`config.mk`:
```
export PLATFORM = sky130hd
export DESIGN_NAME = div_radix2
export DESIGN_NICKNAME = d
export VERILOG_FILES = /design/src/rtl/div_pkg.sv /design/src/rtl/div_sign_fix.sv /design/src/rtl/div_radix2.sv
export SDC_FILE = /design/constraint.sdc
export NUM_CORES = 1
export LEC_CHECK = 0
export BUFFER_PORTS_ARGS = -buffer_cell sky130_fd_sc_hd__buf_2
export CAP_MARGIN = 20
export CORE_ASPECT_RATIO = 0.5
export CORE_MARGIN = 2
export CORE_UTILIZATION = 60
export DETAILED_ROUTE_END_ITERATION = 10
export PLACE_DENSITY = 0.87
export SLEW_MARGIN = 15
export SYNTH_ARGS = -nofsm -noshare
export SYNTH_HDL_FRONTEND = slang
export SYNTH_HIERARCHICAL = 1
export SYNTH_SLANG_ARGS = --single-unit
```
`constraint.sdc`:
```
create_clock -name clk -period 6 [get_ports clk]
set_clock_uncertainty 0.2 [all_clocks]
set_input_delay 1.2 -clock clk [delete_from_list [all_inputs] [get_ports clk]]
set_output_delay 1.2 -clock clk [all_outputs]
set_load 0.03 [all_outputs]
```
`src/rtl/div_pkg.sv`:
```
// Shared types and sizing for the radix-2 restoring divider.
package div_pkg;

   typedef enum logic [1:0] {
      DIV_IDLE,
      DIV_BUSY,
      DIV_DONE
   } div_state_t;

   localparam int DIV_WIDTH = 32;
   localparam int DIV_CNT_W = $clog2(DIV_WIDTH);

endpackage : div_pkg

```
`src/rtl/div_sign_fix.sv`:
```
// Conditional two's-complement negate over a bundle of lanes: abs() on operand
// entry, sign restore on result exit.
module div_sign_fix import div_pkg::*; #(
   parameter int WIDTH = DIV_WIDTH,
   parameter int LANES = 2
) (
   input  logic [LANES-1:0][WIDTH-1:0] val,
   input  logic [LANES-1:0]            neg,
   output logic [LANES-1:0][WIDTH-1:0] res
);

   genvar gi;
   generate
      for (gi = 0; gi < LANES; gi++) begin : g_lane
         assign res[gi] = neg[gi] ? (~val[gi] + WIDTH'(1)) : val[gi];
      end
   endgenerate

endmodule : div_sign_fix

```
`src/rtl/div_radix2.sv`:
```
// Iterative radix-2 restoring divider for DIV/DIVU; one quotient bit per cycle,
// result {rem, quo} lands directly on HI/LO.
module div_radix2 import div_pkg::*; #(
   parameter int WIDTH = DIV_WIDTH
) (
   input  logic               clk,
   input  logic               rst,
   input  logic               signed_div_i,
   input  logic [WIDTH-1:0]   a,
   input  logic [WIDTH-1:0]   b,
   input  logic               start_i,
   input  logic               annul_i,
   output logic [2*WIDTH-1:0] result_o,
   output logic               ready_o
);

   localparam int CNT_W = (WIDTH == DIV_WIDTH) ? DIV_CNT_W : $clog2(WIDTH);
   localparam logic [CNT_W-1:0] CNT_LAST = CNT_W'(WIDTH - 1);

   div_state_t         state_reg, state_next;
   logic [CNT_W-1:0]   cnt_reg, cnt_next;
   logic [WIDTH-1:0]   rem_reg, rem_next;
   logic [WIDTH-1:0]   quo_reg, quo_next;
   logic [WIDTH-1:0]   divisor_reg, divisor_next;
   logic               neg_q_reg, neg_q_next;
   logic               neg_r_reg, neg_r_next;
   logic [2*WIDTH-1:0] result_reg, result_next;

   // Operand magnitudes; lane 0 = dividend, lane 1 = divisor.
   logic                  a_neg, b_neg;
   logic [1:0][WIDTH-1:0] op_val, op_mag;
   logic [1:0]            op_neg;

   assign a_neg  = signed_div_i & a[WIDTH-1];
   assign b_neg  = signed_div_i & b[WIDTH-1];
   assign op_val = {b, a};
   assign op_neg = {b_neg, a_neg};

   div_sign_fix #(.WIDTH(WIDTH), .LANES(2)) u_operand_fix (
      .val (op_val),
      .neg (op_neg),
      .res (op_mag)
   );

   // The shifted partial remainder carries one extra bit so the trial
   // subtract is decided by a full-width compare and never overflows.
   logic [WIDTH:0]   rem_shift;
   logic [WIDTH-1:0] rem_trial, step_rem, step_quo;
   logic             fits;

   assign rem_shift = {rem_reg, quo_reg[WIDTH-1]};
   assign fits      = rem_shift >= {1'b0, divisor_reg};
   assign rem_trial = rem_shift[WIDTH-1:0] - divisor_reg;
   assign step_rem  = fits ? rem_trial : rem_shift[WIDTH-1:0];
   assign step_quo  = {quo_reg[WIDTH-2:0], fits};

   logic [1:0][WIDTH-1:0] res_val, res_fix;
   logic [1:0]            res_neg;

   assign res_val = {step_rem, step_quo};
   assign res_neg = {neg_r_reg, neg_q_reg};

   div_sign_fix #(.WIDTH(WIDTH), .LANES(2)) u_result_fix (
      .val (res_val),
      .neg (res_neg),
      .res (res_fix)
   );

   always_comb begin
      state_next   = state_reg;
      cnt_next     = cnt_reg;
      rem_next     = rem_reg;
      quo_next     = quo_reg;
      divisor_next = divisor_reg;
      neg_q_next   = neg_q_reg;
      neg_r_next   = neg_r_reg;
      result_next  = result_reg;

      if (annul_i) begin
         state_next = DIV_IDLE;
         cnt_next   = '0;
      end else begin
         case (state_reg)
            DIV_IDLE: begin
               if (start_i) begin
                  if (b == '0) begin
                     result_next = '0;
                     state_next  = DIV_DONE;
                  end else begin
                     quo_next     = op_mag[0];
                     divisor_next = op_mag[1];
                     rem_next     = '0;
                     neg_q_next   = a_neg ^ b_neg;
                     neg_r_next   = a_neg;
                     cnt_next     = '0;
                     state_next   = DIV_BUSY;
                  end
               end
            end
            DIV_BUSY: begin
               rem_next = step_rem;
               quo_next = step_quo;
               cnt_next = cnt_reg + CNT_W'(1);
               if (cnt_reg == CNT_LAST) begin
                  result_next = res_fix;
                  cnt_next    = '0;
                  state_next  = DIV_DONE;
               end
            end
            DIV_DONE: state_next = DIV_IDLE;
            default:  state_next = DIV_IDLE;
         endcase
      end
   end

   always_ff @(posedge clk or negedge rst) begin
      if (!rst) begin
         state_reg <= DIV_IDLE;
      end else begin
         state_reg <= state_next;
      end
   end

   always_ff @(posedge clk or negedge rst) begin
      if (!rst) begin
         cnt_reg     <= '0;
         rem_reg     <= '0;
         quo_reg     <= '0;
         divisor_reg <= '0;
         neg_q_reg   <= 1'b0;
         neg_r_reg   <= 1'b0;
         result_reg  <= '0;
      end else begin
         cnt_reg     <= cnt_next;
         rem_reg     <= rem_next;
         quo_reg     <= quo_next;
         divisor_reg <= divisor_next;
         neg_q_reg   <= neg_q_next;
         neg_r_reg   <= neg_r_next;
         result_reg  <= result_next;
      end
   end

   assign ready_o  = (state_reg == DIV_DONE);
   assign result_o = result_reg;

endmodule : div_radix2

```
After elaboration in Yosys (flattened, before gate mapping)
Index checks and enable logic that the tools add are counted.
- add/subtract/negate cells: 6
- muxes and demuxes: 25
- bitwise logic cells: 9
- reduce and logical (&&, ||, !) cells: 9
- order comparisons: 1
- equality and inequality tests: 10
- operators with widths (operator ; number):
    $mux W32 ; 9
    $mux W64 ; 3
    $add A32 B1 Y32 const B ; 4
    $not A32 Y32 ; 4
    $pmux W32 S2 ; 2
    $pmux W64 S2 ; 1
    $ge A33 B32 Y1 ; 1
    $logic_not A32 Y1 ; 1
    $sub A32 B32 Y32 ; 1
    $mux W5 ; 4
    $pmux W5 S2 ; 1
    $ne A3 B3 Y1 const B ; 3
    $mux W2 ; 4
    $ne A2 B2 Y1 const B ; 4
    $reduce_and A4 Y1 ; 2
    $add A5 B1 Y5 const B ; 1
    $eq A5 B5 Y1 const B ; 1
    $reduce_and A5 Y1 ; 1
    $pmux W2 S2 ; 1
    $reduce_and A3 Y1 ; 1
    $reduce_bool A3 Y1 ; 1
    $and A1 B1 Y1 ; 2
    $eq A2 B1 Y1 const B ; 1
    $eq A2 B2 Y1 const B ; 1
    other kinds (5) ; 6
- register bits: 169
- logic and storage cells: 68

Longest topological paths before layout
- word-level depth: 7
- gate-level depth with buffers: 20
- depth with buffers taken out: 18

Modules after synthesis
Netlist, hierarchy kept.
- modules (own cells, without submodules) (module ; area each (sq um) ; seq. area each (sq um) ; cells an instance ; instances):
    div_radix2 ; 9137.5 ; 4229.1 ; 954 ; 1
    div_sign_fix ; 1452.6 ; 0.0 ; 189 ; 2

Least setup slack after synthesis
Ideal clock, no wire load.
- path kind: register -> register
- start point: register rem_reg[15]
- end point: register result_reg[63], in the netlist result_o[63]
- slack: 1.370 ns
- arrival time: 4.347 ns
- clock period less this slack: 4.630 ns
- cell stages (with the launch flop): 19
- cell sequence: dfrtp_1 > ha_1 > buf_2 > a211o_1 > a21oi_2 > o21a_1 > nand2_1 > o21ai_2 > o21ai_2 > a31oi_4 > buf_6 > mux2_4 > or4_4 > or4_4 > buf_6 > o41ai_2 > xnor2_1 > nand2_1 > o21ai_0
- RTL lines (what ; RTL line ; source):
    from (decl) ; div_radix2.sv:22 ; logic [WIDTH-1:0] rem_reg, rem_next;
    from (signal assigned) ; div_radix2.sv:135 ; rem_reg <= rem_next;
    to (signal assigned) ; div_radix2.sv:140 ; result_reg <= result_next;
    to (decl) ; div_radix2.sv:27 ; logic [2*WIDTH-1:0] result_reg, result_next;

==> reports/results.tsv <==
stage	metric	value	unit
die	die_h	104	um
layout	layout_commonest_cell	nand2_1	
logic_synthesis	netlist.top_cell.by_area	dfrtp_1	
die	ios	134	
cts	cts_setup_buffers	0	
die	num_rows	36	
sta	period_share	91.7	%
sta	timing.final.max_slew_violations	0	
sta	finalSetupTns	0	ns
worst_setup_path	critPathLaunch	rem_reg[8]	
placement	port_buffers	133	
worst_setup_path	cp_max_fo	25	
layout	layout.cells.non_filler	1705	
die	initial_core_util	61.6	%
grt	grt_pass1_wl	50100	um
route	totalWireLength	31600	um
sta	clock.fmax	0.182	GHz
logic_synthesis	ys_ff_latch	169	
logic_synthesis	postSynthAreaPerCell	9.04	sq um
logic_synthesis	synth_flop_cell	dfrtp_1	
grt	grt_pass1_vias	9802	
route	dr.pass1.iters	5	
placement	dp_cells	1668	
worst_setup_path	slowest_stage	a31oi_4	
worst_setup_path	crit_chain	ha_1 -> a21oi_1 -> nand2_1 -> a21oi_1 -> a21boi_2 -> o21ai_2 -> o21ai_2 -> a31oi_4 -> buf_4 -> mux2_4 -> or4_1 -> or3_1 -> o41ai_2 -> xnor2_1 -> nand2_1 -> o21ai_0	
logic_synthesis	synthesis.area	12000	sq um
sta	hold_viol	0	
logic_synthesis	yosysUniqueCellTypes	61	
cts	htree_levels	4	
cts	clock_latency	0.44	ns
route	vias	10500	
logic_synthesis	ys.warnings.count	6	
sta	setup_violations	0	
cts	cts_tree	done	
layout	areaGrowthSynthToFinish	11.6	%
worst_setup_path	crit_path_end_kind	flop	
worst_setup_path	worstSetupPathType	flop to flop	
layout	largest_reg_flops	64	
grt	grt.overflow.total	0	
worst_setup_path	critPathMaxStageDelay	0.76	ns
sta	finalCriticalPeriod	5.50	ns
die	fp.dieW	204	um
cts	cts_root_buf	clkbuf_16	
min_path	hold_start	result_o[18]	
worst_setup_path	worstReg2RegStart	rem_reg[8]	
logic_synthesis	syn_nets	1440	
worst_setup_path	worstPathRequired	6.16	ns
min_path	min_path_type	flop to flop	
sta	worst_pin_slew	1.12	ns
logic_synthesis	yosys-top-cells-area	dfrtp_1 35%, xnor2_1 9.7%, nand2_1 7.0%	
worst_setup_path	cp-start-kind	flop	
layout	multi_input_area	7290	sq um
layout	final_cell_mix	224 x nand2_1, 169 x dfrtp_1, 155 x o21ai_0	
logic_synthesis	synth_seq_area_share	35.1	%
route	drc	0	
power_and_ir_drop	powerDensity	314	nW/um^2
layout	seq_area	4230	sq um
sta	hold_ws	0.272	ns
route	drtIter0Drc	884	
layout	drive_above_1_share	19.2	%
grt	grt_max_degree	130	
cts	cts_sinks	169	
cts	cts_buffers	17	
die	die-area	21300	sq um
grt	antenna_found_initial	2	
worst_setup_path	arrival	5.66	ns
sta	slew_headroom	25.6	%
power_and_ir_drop	ir_drop	0.000181	V
sta	rsz0062_at_grt	no	
logic_synthesis	postSynthCellCount	1332	
power_and_ir_drop	p_leak	5.96	nW
cts	cts_repair_resize_count	0	
route	antenna_left	0	
die	core	19500	sq um
cts	clkTransAtPathRegs	0.07	ns
logic_synthesis	synth_top_area_share	35.1	%
placement	gp_congestion	1.01	
logic_synthesis	synth_edf_count	0	
run	drv_cap	0	
status	outcome	finished, final reports clean	
layout	fin_nets	1534	
cts	ctsHoldBuffers	0	
cts	clockBufferDepth	2	
logic_synthesis	synthArstFlopShare	100	%
placement	dpl.hpwl	23200	um
route	routed_via_density	6.18	
route	wl_per_cell	18.5	um
grt	grt_use_total	29.4	%
layout	nFillCells	1513	
==> worst paths after layout <==
check	to	slack, ns	cells after the start
setup reg to reg	result_o[62]	0.50	16
min in group asynchronous	result_o[25]	0.64	1
hold reg to reg	result_o[18]	0.27	2
max in group asynchronous	rem_reg[19]	3.83	2
hold / removal	result_o[18]	0.27	2
setup / recovery	result_o[62]	0.50	16
==> metrics by stage <==
| stage | setup WS, ns | cell area, sq um | power (mW) | util, % |
|---|---|---|---|---|
| global placement | 0.724 | 12800 | 3.06 | 65.5 |
| detailed placement | 0.535 | 12800 | 3.11 | 65.5 |
| global route | 0.234 | 13400 | 4.45 | 68.8 |
| CTS | 0.527 | 13400 | 4.20 | 68.4 |
| finish | 0.499 | 13400 | 4.22 | 68.8 |
| floorplan | 1.37 | 12000 | 2.69 | - |
==> synth_stat cells (10+ instances only) <==
cell type,number
nand3_1,22
ha_1,38
o31ai_1,40
nor2b_1,10
mux2_4,21
xnor2_1,134
nand2b_1,15
or3_1,19
a21oi_1,29
dfrtp_1,169
nor4_1,16
o41ai_2,12
a22o_1,30
nor3_1,22
or4_1,13
nand4_1,20
xor2_1,15
nor2_1,28
o21ai_0,155
mux2_2,40
clkbuf_1,52
o41ai_1,20
nand2_1,225
mux2i_1,32
inv_1,49
==> metal layers <==
layer / global-route usage, % / wire (um) / part of all wire, % / vias up
met5: 0 / 0 / 0 / -
met4: 9.63 / 650 / 2.1 / 0
met3: 4.89 / 1890 / 6.0 / 66
met2: 46.9 / 14600 / 46 / 388
met1: 40.8 / 14500 / 46 / 5120
li1: - / - / - / 4970
==> kinds of logic (layout without fill, tap and decap cells) <==
logic type,after synthesis,after routing,share of synthesized area [%]
AO/OA/AOI/OAI,340,340,19.8
XOR/XNOR,149,149,10.8
adder cells (fa/ha/maj),39,39,4.11
buffers and inverters,124,229,4.47
flip-flops,169,169,35.1
multiplexers,93,93,9.02
other,0,2,0
AND/OR/NAND/NOR,418,418,16.6
==> power breakdown <==
group / switching (mW) / internal, mW / leakage, nW / total (mW)
Sequential: 0.152 / 1.28 / 2.09 / 1.43
Clock: 0.475 / 0.616 / 0.279 / 1.09
Combinational: 0.999 / 0.697 / 3.59 / 1.70
==> worst max-delay path, delay by kind of cell, from the launching register on <==
| kind | cells | cell delay, ns |
|---|---|---|
| AOI/OAI and AO/OA | 8 | 2.39 |
| muxes | 1 | 0.34 |
| adders and majority gates | 1 | 0.41 |
| xor gates and xnor gates | 1 | 0.16 |
| DFF | 1 | 0.41 |
| and+or+nand+nor | 4 | 1.16 |
| buffers and inverters | 1 | 0.34 |
==> layout make-up <==
cell class / count / area share [%]
clock buffer: 22 / 3.60
sequential: 169 / 31.5
tap: 266 / 2.48
inverter: 49 / 1.37
timing repair buffer: 150 / 6.17
multi-input combinational: 1039 / 54.2
clock inverter: 8 / 0.642
antenna: 2 / 0.0372
(Power assumes the default switching activity.)
